### src/rtl/multiport_register_file_if.sv
// Bundle of read, write and reserve signals for multiport_register_file.
// master drives addresses/data/enables; slave returns read data and busy flags.
interface multiport_register_file_if #(
    parameter int D = 5,
    parameter int W = 32
);
    logic [D-1:0] rd_addr1;
    logic [D-1:0] rd_addr2;
    logic [W-1:0] rd_data1;
    logic [W-1:0] rd_data2;
    logic         rd_busy1;
    logic         rd_busy2;
    logic         wr_en0;
    logic         wr_en1;
    logic [D-1:0] wr_addr0;
    logic [D-1:0] wr_addr1;
    logic [W-1:0] wr_data0;
    logic [W-1:0] wr_data1;
    logic         rsv_en;
    logic [D-1:0] rsv_addr;
    logic         any_busy;

    modport master (
        output rd_addr1, rd_addr2, wr_en0, wr_en1, wr_addr0, wr_addr1,
               wr_data0, wr_data1, rsv_en, rsv_addr,
        input  rd_data1, rd_data2, rd_busy1, rd_busy2, any_busy
    );

    modport slave (
        input  rd_addr1, rd_addr2, wr_en0, wr_en1, wr_addr0, wr_addr1,
               wr_data0, wr_data1, rsv_en, rsv_addr,
        output rd_data1, rd_data2, rd_busy1, rd_busy2, any_busy
    );
endinterface

### src/rtl/multiport_register_file.sv
// Two-write / two-read register file with a per-register busy scoreboard,
// optional hardwired-zero register 0 and optional same-cycle write forwarding.
module multiport_register_file #(
    parameter int D        = 5,
    parameter int W        = 32,
    parameter int ZERO_REG = 1,
    parameter int BYPASS   = 1
) (
    input logic                         clk,
    input logic                         rst_n,
    multiport_register_file_if.slave    bus
);
    localparam int   DEPTH     = 2 ** D;
    localparam logic ZERO_EN   = (ZERO_REG != 32'sd0);
    localparam logic BYPASS_EN = (BYPASS != 32'sd0);

    logic [W-1:0]     regs_r [DEPTH];
    logic [DEPTH-1:0] busy_r;

    logic         wr_ok0_s;
    logic         wr_ok1_s;
    logic         rsv_ok_s;
    logic [W-1:0] rd_data1_s;
    logic [W-1:0] rd_data2_s;
    logic         rd_busy1_s;
    logic         rd_busy2_s;

    // Address 0 is excluded from forwarding by the zero check, which comes first.
    function automatic logic [W-1:0] read_port(
        input logic [D-1:0] addr,
        input logic [W-1:0] stored,
        input logic         hit0,
        input logic [W-1:0] data0,
        input logic         hit1,
        input logic [W-1:0] data1
    );
        logic [W-1:0] value;
        if (ZERO_EN && (addr == '0)) begin
            value = '0;
        end else if (BYPASS_EN && hit1) begin
            value = data1;
        end else if (BYPASS_EN && hit0) begin
            value = data0;
        end else begin
            value = stored;
        end
        return value;
    endfunction

    // Write/reserve qualification: address 0 is read-only when hardwired to zero.
    always_comb begin
        wr_ok0_s = bus.wr_en0 && !(ZERO_EN && (bus.wr_addr0 == '0));
        wr_ok1_s = bus.wr_en1 && !(ZERO_EN && (bus.wr_addr1 == '0));
        rsv_ok_s = bus.rsv_en && !(ZERO_EN && (bus.rsv_addr == '0));
    end

    // Storage and scoreboard; later assignments win, so port 1 beats port 0 and reserve beats clear.
    always_ff @(posedge clk or negedge rst_n) begin
        if (!rst_n) begin
            for (int i = 0; i < DEPTH; i++) begin
                regs_r[i] <= '0;
            end
            busy_r <= '0;
        end else begin
            if (wr_ok0_s) begin
                regs_r[bus.wr_addr0] <= bus.wr_data0;
                busy_r[bus.wr_addr0] <= 1'b0;
            end
            if (wr_ok1_s) begin
                regs_r[bus.wr_addr1] <= bus.wr_data1;
                busy_r[bus.wr_addr1] <= 1'b0;
            end
            if (rsv_ok_s) begin
                busy_r[bus.rsv_addr] <= 1'b1;
            end
        end
    end

    // Zero-latency read ports; busy flags come straight from the stored vector.
    always_comb begin
        rd_data1_s = read_port(bus.rd_addr1, regs_r[bus.rd_addr1],
                               bus.wr_en0 && (bus.wr_addr0 == bus.rd_addr1), bus.wr_data0,
                               bus.wr_en1 && (bus.wr_addr1 == bus.rd_addr1), bus.wr_data1);
        rd_data2_s = read_port(bus.rd_addr2, regs_r[bus.rd_addr2],
                               bus.wr_en0 && (bus.wr_addr0 == bus.rd_addr2), bus.wr_data0,
                               bus.wr_en1 && (bus.wr_addr1 == bus.rd_addr2), bus.wr_data1);
        if (ZERO_EN && (bus.rd_addr1 == '0)) begin
            rd_busy1_s = 1'b0;
        end else begin
            rd_busy1_s = busy_r[bus.rd_addr1];
        end
        if (ZERO_EN && (bus.rd_addr2 == '0)) begin
            rd_busy2_s = 1'b0;
        end else begin
            rd_busy2_s = busy_r[bus.rd_addr2];
        end
    end

    assign bus.rd_data1 = rd_data1_s;
    assign bus.rd_data2 = rd_data2_s;
    assign bus.rd_busy1 = rd_busy1_s;
    assign bus.rd_busy2 = rd_busy2_s;
    assign bus.any_busy = |busy_r;

endmodule

### src/flat_wrapper.sv
// flat-port wrapper written by rule: the top's interface ports become plain ports
module multiport_register_file_flat 
#(
    parameter int D        = 5,
    parameter int W        = 32,
    parameter int ZERO_REG = 1,
    parameter int BYPASS   = 1
)
  (clk, rst_n, bus_rd_addr1, bus_rd_addr2, bus_wr_en0, bus_wr_en1, bus_wr_addr0, bus_wr_addr1, bus_wr_data0, bus_wr_data1, bus_rsv_en, bus_rsv_addr, bus_rd_data1, bus_rd_data2, bus_rd_busy1, bus_rd_busy2, bus_any_busy);
  multiport_register_file_if #(.D(D), .W(W)) bus_i ();
  input logic clk;
  input logic rst_n;
  input wire logic [$bits(bus_i.rd_addr1)-1:0] bus_rd_addr1;
  input wire logic [$bits(bus_i.rd_addr2)-1:0] bus_rd_addr2;
  input wire logic [$bits(bus_i.wr_en0)-1:0] bus_wr_en0;
  input wire logic [$bits(bus_i.wr_en1)-1:0] bus_wr_en1;
  input wire logic [$bits(bus_i.wr_addr0)-1:0] bus_wr_addr0;
  input wire logic [$bits(bus_i.wr_addr1)-1:0] bus_wr_addr1;
  input wire logic [$bits(bus_i.wr_data0)-1:0] bus_wr_data0;
  input wire logic [$bits(bus_i.wr_data1)-1:0] bus_wr_data1;
  input wire logic [$bits(bus_i.rsv_en)-1:0] bus_rsv_en;
  input wire logic [$bits(bus_i.rsv_addr)-1:0] bus_rsv_addr;
  output wire logic [$bits(bus_i.rd_data1)-1:0] bus_rd_data1;
  output wire logic [$bits(bus_i.rd_data2)-1:0] bus_rd_data2;
  output wire logic [$bits(bus_i.rd_busy1)-1:0] bus_rd_busy1;
  output wire logic [$bits(bus_i.rd_busy2)-1:0] bus_rd_busy2;
  output wire logic [$bits(bus_i.any_busy)-1:0] bus_any_busy;
  assign bus_i.rd_addr1 = bus_rd_addr1;
  assign bus_i.rd_addr2 = bus_rd_addr2;
  assign bus_i.wr_en0 = bus_wr_en0;
  assign bus_i.wr_en1 = bus_wr_en1;
  assign bus_i.wr_addr0 = bus_wr_addr0;
  assign bus_i.wr_addr1 = bus_wr_addr1;
  assign bus_i.wr_data0 = bus_wr_data0;
  assign bus_i.wr_data1 = bus_wr_data1;
  assign bus_i.rsv_en = bus_rsv_en;
  assign bus_i.rsv_addr = bus_rsv_addr;
  assign bus_rd_data1 = bus_i.rd_data1;
  assign bus_rd_data2 = bus_i.rd_data2;
  assign bus_rd_busy1 = bus_i.rd_busy1;
  assign bus_rd_busy2 = bus_i.rd_busy2;
  assign bus_any_busy = bus_i.any_busy;
  multiport_register_file #(.D(D), .W(W), .ZERO_REG(ZERO_REG), .BYPASS(BYPASS)) u_core (.clk(clk), .rst_n(rst_n), .bus(bus_i));
endmodule
### config.mk
export PLATFORM = sky130hd
export DESIGN_NAME = multiport_register_file_flat
export DESIGN_NICKNAME = d
export VERILOG_FILES = /design/src/rtl/multiport_register_file_if.sv /design/src/rtl/multiport_register_file.sv /design/src/flat_wrapper.sv
export SDC_FILE = /design/constraint.sdc
export NUM_CORES = 2
export LEC_CHECK = 0
export CAP_MARGIN = 20
export CORE_UTILIZATION = 52
export CTS_CLUSTER_SIZE = 14
export DETAILED_ROUTE_END_ITERATION = 8
export PLACE_DENSITY_LB_ADDON = 0.1
export SETUP_SLACK_MARGIN = 0.05
export SLEW_MARGIN = 20
export SYNTH_ARGS = -nofsm -noshare
export SYNTH_HDL_FRONTEND = slang
export SYNTH_SLANG_ARGS = --single-unit
### constraint.sdc
create_clock -name clk -period 6.3 [get_ports clk]
set_clock_uncertainty 0.15 [all_clocks]
set_input_delay 1.575 -clock clk [delete_from_list [all_inputs] [get_ports clk]]
set_output_delay 1.575 -clock clk [all_outputs]
set_load 0.005 [all_outputs]
# Word-level counts from Yosys, hierarchy flattened

Cells that the tools add are included.

Bits in registers: 1,056
Bits of input ports: 94
Output and inout port bits: 67
Word-level logic and storage cells: 116

Magnitude comparators: 14
Equal/unequal tests: 4
Mux-type cells: 35
Bitwise logic cells: 9
Reductions and logical operators: 21

Operators with widths:

| cell                                                        | number |
|---|---|
| bitwise mux 1024 bit                                        | 2 |
| 2-to-1 mux 1024 bit                                         | 2 |
| 2-to-1 mux 32 bit                                           | 15 |
| binary-select mux 32 bit (select 5 bit)                     | 2 |
| demux 32 bit (select 5 bit)                                 | 2 |
| AND 32 bit                                                  | 2 |
| NOT 32 bit                                                  | 2 |
| OR 32 bit                                                   | 1 |
| OR reduction 32 bit                                         | 1 |
| less-than comparator 5 x 6 -> 1 bit (second input constant) | 5 |
| zero test 5 bit                                             | 5 |
| >= comparator 6 bit (second input constant)                 | 4 |
| NOT 5 -> 6 bit                                              | 4 |
| == test 5 bit                                               | 4 |
| demux 1 bit (select 5 bit)                                  | 3 |
| >= comparator 5 x 1 -> 1 bit (second input constant)        | 3 |
| logical AND 1 bit                                           | 12 |
| less-than comparator 6 x 1 -> 1 bit (second input constant) | 2 |
| binary-select mux 1 bit (select 5 bit)                      | 2 |
| 2-to-1 mux 1 bit                                            | 7 |
| zero test 1 bit                                             | 3 |

# Logic depth before layout (Yosys ltp)

Depth in word-level cells: 11
Gate-level depth with buffers: 10

# Worst setup path before layout

OpenSTA, ideal clock, no wires.

Path type: input port to output port
Start: in bus_rd_addr1[0]
End: out bus_rd_data1[10]
Arrival time: 3.057 ns
Data required time: 4.575 ns
Slack: 1.518 ns
Cell stages on the path: 7
Cell sequence: buf_2 > buf_2 > mux4_2 > a211oi_1 > o21ai_0 > nor2_1 > o21ai_0

Longest elaborated chain between the ends: 7
Elaborated cells between the ends (all ways): 12
Classes of those cells: eq/ne: 2; mux: 6; bitwise: 1; reduce/logical: 3

RTL lines:

| what                                                  | line                          | RTL |
|---|---|---|
| start, declared                                       | flat_wrapper.sv:13            | `input wire logic [$bits(bus_i.rd_addr1)-1:0] bus_rd_addr1;` |
| NOT 5 -> 6 bit (implied by the code)                  | multiport_register_file.sv:81 | `rd_data1_s = read_port(bus.rd_addr1, regs_r[bus.rd_addr1],` |
| binary-select mux 32 bit (select 5 bit)               | multiport_register_file.sv:81 |  |
| 2-to-1 mux 32 bit (implied by the code) (2 in series) | multiport_register_file.sv:81 |  |
| 2-to-1 mux 32 bit                                     | multiport_register_file.sv:42 | `end else if (BYPASS_EN && hit0) begin` |
| 2-to-1 mux 32 bit                                     | multiport_register_file.sv:40 | `end else if (BYPASS_EN && hit1) begin` |
| 2-to-1 mux 32 bit (*)                                 | multiport_register_file.sv:38 | `if (ZERO_EN && (addr == '0)) begin` |
| end, declared                                         | flat_wrapper.sv:23            | `output wire logic [$bits(bus_i.rd_data1)-1:0] bus_rd_data1;` |

Mark *: on every way between the ends. The rest lies on a longest branch, timed or not. The select of a mux whose other input is x is not followed.

# Worst setup path in the final report

Start: in bus_rd_addr1[4]
End: out bus_rd_data1[17]

Same word-level chain as after synthesis.

==> qor.csv <==
stage,metric,value,unit
run_status,outcome,finished with violations,
run_status,violations,setup timing,
routing,drtIter0Drc,9975,
timing,worst_slack,-0.0216,ns
die,coreArea,128000,um^2
global_routing,grt_max_degree,134,
die,dieArea,131000,um^2
timing,min_period,6.32,ns
clock_network,clock-sinks,1056,
clock_network,cts_buffer_depth,3,
pwr,pwr-share-comb,0.253,
setup_path,worstSetupPathType,input port to primary output,
pwr,sw_frac_of_total,0.330,
place,dp_hpwl,186000,um
synth,syn-mean-instance-area,9.61,um^2
synth,async_flop_share,1.00,
setup_path,crit_path_max_fanout,26,
global_routing,antenna_found_initial,19,
pwr,pwr-share-clk,0.320,
setup_path,r2r_setup_slack,5.13,ns
die,io-pin-count,161,
place,portBuffers,160,
clock_network,insertion_delay,0.76,ns
die,die_w,362,um
synth,synth_cell_types,61,
clock_network,htreeDepth,3,
run,max_cap_violations,0,
pwr,power,23500,uW
clock_network,cts_tree,built,
setup_path,required,4.58,ns
pwr,p_per_area,310,nW/um^2
pwr,peakVddDrop,0.247,mV
timing,hold_ws,0.253,ns
clock_network,cts_hold_buf,0,
hold_path,worstHoldStart,u_core.regs_r[1011],
die,rows,131,
synth,synth_ff_type,dfrtp_1,
global_routing,grt_pass1_vias,57700,
cells_and_area,layout_commonest_cell,mux2i_1,
setup_path,cp.arrival,4.60,ns
setup_path,startpoint,bus_rd_addr1[4],
synth,ys_seq_area_frac,0.392,
timing,slew_headroom,0.125,
timing,worst_pin_slew,1.31,ns
cells_and_area,postLayoutCellArea,76100,um^2
routing,wirelength,316000,um
die,die_height,362,um
cells_and_area,nNetsFinal,6886,
pwr,internal_power,15800,uW
routing,wire_per_inst,36.6,um
pwr,p_leak,0.0345,uW
timing,setup_viol,1,
global_routing,grt_overflow_total,0,
timing,drv_slew,0,
setup_path,end_kind,primary output,
synth,ys_seq_elements,1056,
cells_and_area,drive_gt1_frac,0.134,
place,place.gp.congestion,0.985,
synth,netlist_instances,7012,
place,placed_area,71700,um^2
cells_and_area,final_cell_mix,"1522 x mux2i_1, 1056 x dfrtp_1, 830 x nand2_1",
pwr,p_switching,7760,uW
global_routing,grt_pass1_wl,440000,um
setup_path,critPathLaunchType,input port,
routing,route.detailed.drc,0,
routing,vias,61700,
cells_and_area,fin_cells,8629,
setup_path,r2r-start,u_core.regs_r[894],
clock_network,clkTransAtPathRegs,0.06,ns
synth,synth_edf_count,0,
routing,ant_nets,0,
synth,yosysWarningCount,0,
cells_and_area,area_growth,12.9,%
hold_path,hold_class,flip-flop to flip-flop,
synth,synthesis.area,67400,um^2
timing,timing.final.crit_share,1.00,
clock_network,cts_buffers,120,
die,initial_utilization,0.526,
timing,hold_viol_final,0,
routing,dr.pass1.iters,9,
timing,max_clock_freq,158,MHz
pwr,pwr-share-seq,0.427,
synth,synth_nets,7106,
clock_network,clockRootBuffer,clkbuf_16,
timing,grt_setup_unrepaired,no,
routing,via_per_inst,7.15,
global_routing,grt.total_usage,0.470,
place,dpl.cell_count,8388,
path summary, 6_finish.rpt:
| check | to | cells past startpoint |
|---|---|---|
| max | bus_rd_data1[17] | 11 |
| min | u_core.regs_r[1011] | 0 |
| max reg2reg | u_core.regs_r[894] | 3 |
| min reg2reg | u_core.regs_r[1011] | 0 |
| max in group asynchronous | u_core.regs_r[412] | 2 |
| min in group asynchronous | u_core.regs_r[259] | 1 |
critical path: stages:
cell and delay, ns:
clkdlybuf4s50_1 0.51, buf_12 0.19, nor2b_4 0.21, clkbuf_8 0.40, a22oi_1 0.15, nand2_1 0.09, o21ai_0 0.08, buf_4 0.14
o221ai_1 0.37, nand2_1 0.29, clkdlybuf4s50_1 0.52
power groups by stage:
stage / registers (uW) / clock network, uW / logic (uW)
finish: 10000 / 7540 / 5960
global route: 10200 / 7790 / 6370
CTS: 9940 / 7540 / 5800
detailed placement: 10000 / 0 / 5780
global placement: 9970 / 0 / 5660
floorplan: 9530 / 0 / 3970
registers in the layout (all words and copies together), names as in the netlist:
name	count
u_core.busy_r	32
u_core.regs_r	1024
Yosys cell counts, types with 3 or more instances:
cell type	count	area share
mux2i_1	1524	0.23
dfrtp_1	1056	0.39
nand2_1	858	0.048
o21ai_0	620	0.046
clkbuf_1	541	0.030
a21oi_1	503	0.037
nor2_1	462	0.026
mux4_2	205	0.069
a22oi_1	160	0.018
buf_2	142	0.011
buf_4	109	0.012
o221ai_1	100	0.013
o21ai_1	91	0.0068
buf_1	85	0.0047
a32oi_1	76	0.0099
nand3_1	69	0.0051
o22ai_1	65	0.0060
o211ai_1	62	0.0069
a22o_1	35	0.0046
a211oi_1	32	0.0036
a31oi_1	27	0.0025
a32o_1	16	0.0024
nor2_2	15	0.0014
buf_6	14	0.0023
inv_1	13	0.00072
nor4_1	13	0.0012
xor2_1	13	0.0017
nand2b_1	10	0.00093
and3_1	8	0.00074
mux2_2	8	0.0013
nor2b_1	7	0.00065
xnor2_1	7	0.00091
and2_1	6	0.00056
nand3b_1	6	0.00067
or2_2	6	0.00056
and3b_1	5	0.00065
nand4_1	4	0.00037
nor3_1	4	0.00030
nor3_2	4	0.00059
or4_1	4	0.00045
nor3b_2	3	0.00056
area by class of cell:
cell class | instances | area (um^2)
multi-input cells | 5052 | 37500
clock buffers | 180 | 3650
well taps | 1729 | 2160
repair buffers | 548 | 5760
clock inverters | 42 | 500
flip-flops and latches | 1056 | 26400
inverters | 14 | 52.6
diodes | 8 | 20.0
fillers | 10800 | 51900
cells by family after synthesis:
kind of cell    Yosys count  share of synthesized area
compound gates         1792                      0.158
xor+xnor                 20                    0.00260
buf+inv                 905                     0.0607
flops                  1056                      0.392
mux                    1738                      0.297
simple gates           1501                     0.0904
through the flow:
step                      setup TNS [ns]   util  worst slack (ns)
after floorplan                        0      -              1.52
after global placement             -1.10  0.560            -0.416
after detailed placement           -1.18  0.560            -0.437
after CTS                              0  0.593            0.0530
after global routing                   0  0.594            0.0492
final                            -0.0216  0.594           -0.0216
repair_timing:
| item | 4_1_cts | 5_1_grt |
|---|---|---|
| pin swaps | 1 | 4 |
| setup endpoints to repair | 23 | 41 |
| resized for setup | 13 | 14 |
| setup buffers | 3 | 5 |
| gates cloned | 0 | 3 |
layer usage:
layer | GRT usage | up-vias | wire, um
li1 | - | 24900 | -
met1 | 0.606 | 30100 | 114000
met2 | 0.647 | 5257 | 128000
met3 | 0.168 | 1409 | 45600
met4 | 0.348 | 22 | 28200
met5 | 0.000740 | - | 181
No activity file was read; power rests on OpenSTA's default activity.
